### config.mk
export PLATFORM = sky130hd
export DESIGN_NAME = rv_wb_arbiter
export DESIGN_NICKNAME = d
export VERILOG_FILES = /design/src/rtl/rv_wb_arbiter.sv
export SDC_FILE = /design/constraint.sdc
export NUM_CORES = 1
export LEC_CHECK = 0
export CORE_AREA = 10 10 123 125
export CTS_BUF_LIST = sky130_fd_sc_hd__clkbuf_4
export CTS_CLUSTER_DIAMETER = 60
export CTS_CLUSTER_SIZE = 24
export DETAILED_ROUTE_END_ITERATION = 7
export DIE_AREA = 0 0 133 135
export HOLD_SLACK_MARGIN = 0.12
export PLACE_DENSITY = 0.88
export SYNTH_ARGS = -nofsm -noshare
export SYNTH_HDL_FRONTEND = slang
export SYNTH_SLANG_ARGS = --single-unit
### constraint.sdc
create_clock -name i_clk -period 2.55 [get_ports i_clk]
set_input_delay 0.3825 -clock i_clk [delete_from_list [all_inputs] [get_ports i_clk]]
set_output_delay 0.3825 -clock i_clk [all_outputs]
set_load 0.1 [all_outputs]
### src/rtl/rv_wb_arbiter.sv
// rv_wb_arbiter
// N-port Wishbone classic master arbiter. It grants one requesting port at a
// time and runs a registered bus cycle on its behalf. cyc/stb are asserted
// only while a transfer (or a locked sequence) is in progress.
//
// Ports
//   i_clk, i_reset   clock; synchronous active-high reset
//   i_req/i_lock/i_we                 per-port request, bus lock, write enable
//   i_addr/i_wdata/i_sel              flattened per-port transfer fields
//   o_ack/o_err/o_rdata               per-port completion pulses, read data
//   o_busy                            arbiter is not idle
//   o_wb_*                            Wishbone master signals
//   i_wb_dat/i_wb_ack/i_wb_err        Wishbone slave response
module rv_wb_arbiter #(
    parameter int N_PORTS        = 2,
    parameter int ADDR_WIDTH     = 32,
    parameter int DATA_WIDTH     = 32,
    parameter int ARB_MODE       = 0,
    parameter int TIMEOUT_CYCLES = 256
) (
    input  logic                             i_clk,
    input  logic                             i_reset,
    input  logic [N_PORTS-1:0]               i_req,
    input  logic [N_PORTS-1:0]               i_lock,
    input  logic [N_PORTS-1:0]               i_we,
    input  logic [N_PORTS*ADDR_WIDTH-1:0]    i_addr,
    input  logic [N_PORTS*DATA_WIDTH-1:0]    i_wdata,
    input  logic [N_PORTS*DATA_WIDTH/8-1:0]  i_sel,
    output logic [N_PORTS-1:0]               o_ack,
    output logic [N_PORTS-1:0]               o_err,
    output logic [DATA_WIDTH-1:0]            o_rdata,
    output logic                             o_busy,
    output logic [ADDR_WIDTH-1:0]            o_wb_adr,
    output logic [DATA_WIDTH-1:0]            o_wb_dat,
    input  logic [DATA_WIDTH-1:0]            i_wb_dat,
    output logic                             o_wb_we,
    output logic [DATA_WIDTH/8-1:0]          o_wb_sel,
    output logic                             o_wb_stb,
    output logic                             o_wb_cyc,
    input  logic                             i_wb_ack,
    input  logic                             i_wb_err
);
    localparam int SEL_W = DATA_WIDTH / 8;
    localparam int PTR_W = (N_PORTS > 1) ? $clog2(N_PORTS) : 1;
    localparam int CNT_W = (TIMEOUT_CYCLES > 1) ? $clog2(TIMEOUT_CYCLES + 1) : 1;
    localparam logic [N_PORTS-1:0] PORT0_BIT = N_PORTS'(1);

    typedef enum logic [1:0] {ST_IDLE, ST_BUS, ST_LOCKED} state_t;

    state_t                  state_reg, state_next;
    logic [PTR_W-1:0]        grant_reg, grant_next;
    logic [PTR_W-1:0]        rr_ptr_reg, rr_ptr_next;
    logic [CNT_W-1:0]        tmo_cnt_reg, tmo_cnt_next;
    logic [N_PORTS-1:0]      ack_reg, ack_next, err_reg, err_next;
    logic [DATA_WIDTH-1:0]   rdata_reg, rdata_next;
    logic                    busy_reg, busy_next;
    logic [ADDR_WIDTH-1:0]   adr_reg, adr_next;
    logic [DATA_WIDTH-1:0]   dat_reg, dat_next;
    logic                    we_reg, we_next;
    logic [SEL_W-1:0]        sel_reg, sel_next;
    logic                    stb_reg, stb_next, cyc_reg, cyc_next;

    // Per-port views of the flattened request fields.
    logic [ADDR_WIDTH-1:0]   port_adr [N_PORTS];
    logic [DATA_WIDTH-1:0]   port_dat [N_PORTS];
    logic [SEL_W-1:0]        port_sel [N_PORTS];

    genvar gi;
    generate
        for (gi = 0; gi < N_PORTS; gi++) begin : g_unpack
            assign port_adr[gi] = i_addr[gi*ADDR_WIDTH +: ADDR_WIDTH];
            assign port_dat[gi] = i_wdata[gi*DATA_WIDTH +: DATA_WIDTH];
            assign port_sel[gi] = i_sel[gi*SEL_W +: SEL_W];
        end
    endgenerate

    // Fixed priority: scanning downwards leaves the lowest requesting index.
    logic [PTR_W-1:0] fp_idx;
    always_comb begin
        fp_idx = '0;
        for (int k = N_PORTS - 1; k >= 0; k--) begin
            if (i_req[PTR_W'(k)]) fp_idx = PTR_W'(k);
        end
    end

    // Round robin: candidates ptr+1 .. ptr+N (mod N); scanning the offsets
    // downwards leaves the nearest requester after the pointer.
    logic [PTR_W-1:0] rr_idx;
    always_comb begin
        int               cand;
        logic [PTR_W-1:0] cand_idx;
        rr_idx   = '0;
        cand     = 0;
        cand_idx = '0;
        for (int k = N_PORTS; k >= 1; k--) begin
            cand     = (int'(rr_ptr_reg) + k) % N_PORTS;
            cand_idx = PTR_W'(cand);
            if (i_req[cand_idx]) rr_idx = cand_idx;
        end
    end

    logic [PTR_W-1:0] arb_idx;
    assign arb_idx = (ARB_MODE == 1) ? rr_idx : fp_idx;

    // The counter advances once per waiting bus cycle and the compare is
    // against TIMEOUT_CYCLES, so a silent slave gets its error
    // TIMEOUT_CYCLES+1 cycles after stb first goes high.
    logic timeout_hit;
    assign timeout_hit = (TIMEOUT_CYCLES != 0) && (tmo_cnt_reg == CNT_W'(TIMEOUT_CYCLES));

    always_comb begin
        logic             load_port;
        logic             finish;
        logic [PTR_W-1:0] load_idx;
        state_next   = state_reg;
        grant_next   = grant_reg;
        rr_ptr_next  = rr_ptr_reg;
        tmo_cnt_next = tmo_cnt_reg;
        ack_next     = '0;
        err_next     = '0;
        rdata_next   = '0;
        adr_next     = adr_reg;
        dat_next     = dat_reg;
        we_next      = we_reg;
        sel_next     = sel_reg;
        stb_next     = stb_reg;
        cyc_next     = cyc_reg;
        load_port    = 1'b0;
        finish       = 1'b0;
        load_idx     = grant_reg;

        case (state_reg)
            ST_IDLE: begin
                if (|i_req) begin
                    load_port  = 1'b1;
                    load_idx   = arb_idx;
                    grant_next = arb_idx;
                    if (ARB_MODE == 1) rr_ptr_next = arb_idx;
                end
            end
            ST_BUS: begin
                // Ack wins over a simultaneous err or timeout.
                if (i_wb_ack) begin
                    ack_next   = PORT0_BIT << grant_reg;
                    rdata_next = i_wb_dat;
                    finish     = 1'b1;
                end else if (i_wb_err || timeout_hit) begin
                    err_next   = PORT0_BIT << grant_reg;
                    finish     = 1'b1;
                end else if (TIMEOUT_CYCLES != 0) begin
                    tmo_cnt_next = tmo_cnt_reg + CNT_W'(1);
                end
                if (finish) begin
                    stb_next     = 1'b0;
                    tmo_cnt_next = '0;
                    if (i_lock[grant_reg]) begin
                        state_next = ST_LOCKED;
                        cyc_next   = 1'b1;
                    end else begin
                        state_next = ST_IDLE;
                        cyc_next   = 1'b0;
                    end
                end
            end
            ST_LOCKED: begin
                // Only the lock owner is served; everyone else waits.
                if (i_req[grant_reg]) begin
                    load_port = 1'b1;
                end else if (!i_lock[grant_reg]) begin
                    state_next = ST_IDLE;
                    cyc_next   = 1'b0;
                end
            end
            default: begin
                state_next = ST_IDLE;
                stb_next   = 1'b0;
                cyc_next   = 1'b0;
            end
        endcase

        if (load_port) begin
            adr_next     = port_adr[load_idx];
            dat_next     = port_dat[load_idx];
            sel_next     = port_sel[load_idx];
            we_next      = i_we[load_idx];
            stb_next     = 1'b1;
            cyc_next     = 1'b1;
            tmo_cnt_next = '0;
            state_next   = ST_BUS;
        end

        busy_next = (state_next != ST_IDLE);
    end

    always_ff @(posedge i_clk) begin
        if (i_reset) begin
            state_reg   <= ST_IDLE;
            grant_reg   <= '0;
            rr_ptr_reg  <= PTR_W'(N_PORTS - 1);
            tmo_cnt_reg <= '0;
            ack_reg     <= '0;
            err_reg     <= '0;
            rdata_reg   <= '0;
            busy_reg    <= 1'b0;
            adr_reg     <= '0;
            dat_reg     <= '0;
            we_reg      <= 1'b0;
            sel_reg     <= '0;
            stb_reg     <= 1'b0;
            cyc_reg     <= 1'b0;
        end else begin
            state_reg   <= state_next;
            grant_reg   <= grant_next;
            rr_ptr_reg  <= rr_ptr_next;
            tmo_cnt_reg <= tmo_cnt_next;
            ack_reg     <= ack_next;
            err_reg     <= err_next;
            rdata_reg   <= rdata_next;
            busy_reg    <= busy_next;
            adr_reg     <= adr_next;
            dat_reg     <= dat_next;
            we_reg      <= we_next;
            sel_reg     <= sel_next;
            stb_reg     <= stb_next;
            cyc_reg     <= cyc_next;
        end
    end

    assign o_ack    = ack_reg;
    assign o_err    = err_reg;
    assign o_rdata  = rdata_reg;
    assign o_busy   = busy_reg;
    assign o_wb_adr = adr_reg;
    assign o_wb_dat = dat_reg;
    assign o_wb_we  = we_reg;
    assign o_wb_sel = sel_reg;
    assign o_wb_stb = stb_reg;
    assign o_wb_cyc = cyc_reg;

endmodule

## After elaboration in Yosys (flattened, before gate mapping)

Cells that the tools add are included.
W data, S select, Z words.

- Register bits after elaboration: 120
- Input port bits: 178
- Output and inout bits: 108
- Logic and storage cells: 85

- Add/subtract/negate cells: 1
- $lt $le $gt $ge: 3
- Equal/unequal tests: 10
- Shift operators: 1
- Multiplexer cells: 42
- Bitwise logic cells: 4
- Reduce and logical (&&, ||, !) cells: 11

Operators by type and width:

| cell | count |
|---|---|
| $mux W32 | 6 |
| $mux W9 | 3 |
| $mux W1 | 21 |
| $mux W4 | 3 |
| $mux W2 | 5 |
| $add A9 B1 Y9 const B | 1 |
| $eq A9 B9 Y1 const B | 1 |
| $ne A3 B3 Y1 const B | 3 |
| $ne A2 B1 Y1 const B | 3 |
| $pmux W2 S3 | 1 |
| $reduce_or A2 Y1 | 3 |
| $lt A1 B2 Y1 const B | 2 |
| $pmux W1 S2 | 2 |
| $reduce_and A4 Y1 | 1 |
| $reduce_or A4 Y1 | 1 |
| $not A1 Y1 | 3 |
| $pmux W1 S3 | 1 |
| $reduce_and A3 Y1 | 1 |
| $reduce_or A3 Y1 | 1 |
| $eq A2 B1 Y1 const B | 1 |
| $eq A2 B2 Y1 const B | 1 |
| $ge A2 B2 Y1 const B | 1 |
| $logic_not A2 Y1 | 1 |
| $ne A2 B2 Y1 const B | 1 |
| 5 further kinds | 5 |

## Logic depth before layout (Yosys ltp)

- Word-level depth: 9
- Gate-level depth with buffers: 8
- Mapped depth without buffers: 6

## Worst setup path after synthesis

Ideal clock, no wire load.

- Kind: register to register
- Start point: register tmo_cnt_reg[0]
- End point: register tmo_cnt_reg[7]
- Setup time: 0.091 ns
- Arrival time: 1.669 ns
- Required time: 2.459 ns
- Slack: 0.790 ns
- Stages on the path, launching flop included: 8
- Clock period less this slack: 1.760 ns
- Path through: dfxtp_1 inv_1 ha_1 nor4b_2 a2111oi_4 buf_6 nand2_2 a311oi_1

- Word-level cells in the longest chain between the ends: 7
- Elaborated cells on any way between the ends: 12
- Those cells by class: add/sub (1); eq/ne (3); mux (6); reduce/logical (2)

Ends and longest elaborated chain:

| item | line | source |
|---|---|---|
| start: declaration | 53 | `logic [CNT_W-1:0] tmo_cnt_reg, tmo_cnt_next;` |
| start signal: assignment | 215 | `tmo_cnt_reg <= tmo_cnt_next;` |
| $eq A9 B9 Y1 | 109 | `assign timeout_hit = (TIMEOUT_CYCLES != 0) && (tmo_cnt_reg == CNT_W'(TIMEOUT_CYCLES));` |
| $logic_or A1 B1 Y1 | 147 | `end else if (i_wb_err \|\| timeout_hit) begin` |
| $mux W1 | 147 |  |
| $mux W1 | 143 | `if (i_wb_ack) begin` |
| $mux W1 | 132 | `case (state_reg)` |
| $ne A2 B1 Y1 (no line) | n/a |  |
| $reduce_and A3 Y1 (no line) | n/a |  |

Parallel ways exist; a longest one is shown, timed or not. The select of a mux whose other input is x is not followed.
A chain may end at the register's enable or synchronous reset.

## Worst setup path in the final report

- Start point: register state_reg[0]
- End point: register adr_reg[28], in the netlist o_wb_adr[28]

- Word-level cells in the longest chain between the ends: 6
- Elaborated cells on any way between the ends: 8
- Those cells by class: eq/ne (1); mux (5); bitwise (1); reduce/logical (1)

Ends and longest elaborated chain:

| item | line | source |
|---|---|---|
| start: declaration | 50 | `state_t state_reg, state_next;` |
| start signal: assignment | 212 | `state_reg <= state_next;` |
| $logic_not A2 Y1 | 132 |  |
| $mux W1 | 132 |  |
| $not A1 Y2 (not written as such) | 182 | `adr_next = port_adr[load_idx];` |
| $mux W32 (not written as such) (3 in series) | 182 |  |
| end signal: assignment | 220 | `adr_reg <= adr_next;` |
| end: declaration | 57 | `logic [ADDR_WIDTH-1:0] adr_reg, adr_next;` |

Parallel ways exist; a longest one is shown, timed or not. The select of a mux whose other input is x is not followed.

==> run metrics <==
Cells after Synth=558; Overflow after GRT=0; status=complete, no violations; Rows=41; total number of vias=4944; register area=0.00240 mm^2; post-DP HPWL=14100 um; Die H=135 um; antenna violations before repair=1; Via density=4.88; Clock Sinks=120; fin. max-slew vios=0; Sw Share=0.385; Worst R2R End=o_wb_adr[28]; Mapped Nets=738; clock skew=0.0164 ns; Power Internal=0.00332 W; synth top area cells=dfxtp_1, a311oi_1, nand2_1; NumNets Final=1007; Port Buffers=285; first-pass GRT wire length=26800 um; dominant cell type by area after synthesis=dfxtp_1; initial drt markers=322; placed inst area=0.00750 mm^2; share of cells above drive strength 1=0.199; critical path type=reg -> reg; EDFF count, synth=0; Highest Clock Rate=530 MHz; Worst setup SP type=register; most frequent cells in the layout=clkdlybuf4s50_1, nand2_1, dfxtp_1, buf_4, nor2_1; setup TNS=0 ns; CP max stage cell=buf_4; Avg Cell Area, Syn=8.48 um^2; worst path cell trace=o21bai_1 -> o21ba_4 -> buf_4 -> nor2_1 -> a311oi_1; count of cell types in the netlist=35; most common cell after layout, fill and taps aside=clkdlybuf4s50_1; asr flop ratio synth=0; vias in the first global route=4912; share of total power in the clock network=0.291; reg2reg path depth=5; CTS root buffer=clkbuf_4; Skew-Pair Late Insertion Delay=0.53 ns; Final Hold Fails=0; Max rail drop VDD=0.324 mV; FF-to-FF setup slack=0.66 ns; largest net degree at the start of global routing=50; Setup crit end=o_wb_adr[28]; area of the multi-input gates=0.00211 mm^2; CTS resizes=0; I/O pin count=286; Post-DRT Antenna Nets=0; TritonCTS clock tree=built; Max H-tree Level=4; Min-Delay Path Class=in -> reg; area grow syn2layout=65.6%; Logic pwr share=0.325; fin area=0.00784 mm^2; Design Power=0.00540 W; Final period util=0.740; Net Switching=0.00208 W; Bufs on Longest Clock Path=2; Power Dens Cells=689 mW/mm^2; sequential area share after synthesis=0.508; WP data required=2.99 ns; Synth top area share=0.508; type of destination of the critical path=register; TritonCTS Buffers=17; GPL Wtd Cong=0.820; Yosys reg bits=120; Ys Warns=0; Die ar.=0.0180 mm^2; final wirelength=17900 um; Final setup viols=0; Total GRT Usage=0.190; Leakage=3.27 nW; Max FO, Critical Path=48; Die X-Extent=133 um; Core Footprint=0.0126 mm^2; Detailed Routing Iterations Pass 1=4; Worst Tran Pin Value=0.810 ns; initial core utilization=0.376; share of power burned in registers=0.384; RSZ-0062 raised after global routing=no; Routed WL per cell=17.7 um; synthesized area=0.00473 mm^2; hold buffers post-CTS=0; Clock transition at path regs=0.11 ns; Crit. Startpoint=state_reg[0]; CP max stage delay=0.42 ns; Filler cells=1046; Post-synth top flop=dfxtp_1; DRC Markers=0; CP arrival=2.33 ns; total of max-cap violations=0; Tmin final=1.89 ns; Critical R2R Launch=state_reg[0]; Max-slew headroom=0.460; post-CTS setup buffers=0
## how the worst min path moves through the flow
| stage | slack (ns) | cells after the start | endpoint | startpoint |
|---|---|---|---|---|
| after floorplan | 0.44 | 1 | tmo_cnt_reg[8] | tmo_cnt_reg[8] |
| after global placement | 0.46 | 1 | tmo_cnt_reg[8] | tmo_cnt_reg[8] |
| after detailed placement | 0.48 | 1 | tmo_cnt_reg[8] | tmo_cnt_reg[8] |
| after CTS | 0.35 | 2 | o_rdata[16] | i_wb_dat[16] |
| after global routing | 0.34 | 2 | o_rdata[16] | i_wb_dat[16] |
| final | 0.40 | 2 | o_rdata[16] | i_wb_dat[16] |
## synthesized netlist by cell type (2+ instances only)
library cell / n
and2_1: 32
a21oi_1: 8
nor4b_2: 2
o21ai_0: 5
nand2_1: 146
inv_1: 7
nor3_1: 2
nand3_1: 4
nor2_1: 79
nand2_2: 2
a31oi_1: 5
buf_2: 17
o21a_1: 3
nor4_1: 2
buf_6: 2
dfxtp_1: 120
ha_1: 2
a311oi_1: 73
and3_2: 2
clkbuf_1: 28
nand2b_1: 3
## metal layers
| metal | wire [um] | vias up | global-route usage | share of wire |
|---|---|---|---|---|
| met5 | 0 | - | 0 | 0 |
| met4 | 272 | 0 | 0.0642 | 0.015 |
| met3 | 1840 | 17 | 0.0905 | 0.10 |
| met2 | 8630 | 232 | 0.324 | 0.48 |
| met1 | 7150 | 2233 | 0.202 | 0.40 |
| li1 | - | 2462 | - | - |
## power groups by stage
stage | Clock (W) | Sequential, W | Combinational [W]
global route | 0.00168 | 0.00209 | 0.00183
detailed placement | 0 | 0.00212 | 0.00176
floorplan | 0 | 0.00302 | 0.000272
CTS | 0.00160 | 0.00207 | 0.00176
finish | 0.00157 | 0.00207 | 0.00176
global placement | 0 | 0.00211 | 0.00174
## per-stage QoR
step	hold slack [ns]	setup WS, ns	std cells	util
2_1_floorplan	0.440	0.790	558	-
3_3_place_gp	0.461	0.405	980	0.597
3_5_place_dp	0.481	0.258	980	0.597
4_1_cts	0.354	0.686	1012	0.623
5_1_grt	0.342	0.537	1013	0.623
6_report	0.400	0.662	1013	0.623
## final cells by class
type / instances / share of cell area
multi-input cells: 384 / 0.270
clock inverters: 14 / 0.0252
diodes: 1 / 0.000319
clock buffers: 18 / 0.0172
repair buffers: 297 / 0.350
well taps: 172 / 0.0275
flip-flops and latches: 120 / 0.307
inverters: 7 / 0.00335
## cells by family after synthesis
| kind of cell | Yosys count | share of synthesized area |
|---|---|---|
| and+or+nand+nor | 278 | 0.252 |
| DFF | 120 | 0.508 |
| buffers and inverters | 54 | 0.0505 |
| muxes | 2 | 0.00555 |
| adders and majority gates | 2 | 0.00529 |
| AOI/OAI and AO/OA | 102 | 0.179 |
## critical path: cells and delay by family, from the launching register on
kind / cells / cell delay [ns]
buf+inv: 1 / 0.42
simple gates: 1 / 0.10
flops: 1 / 0.39
compound gates: 3 / 0.87
(Power assumes the default switching activity.)
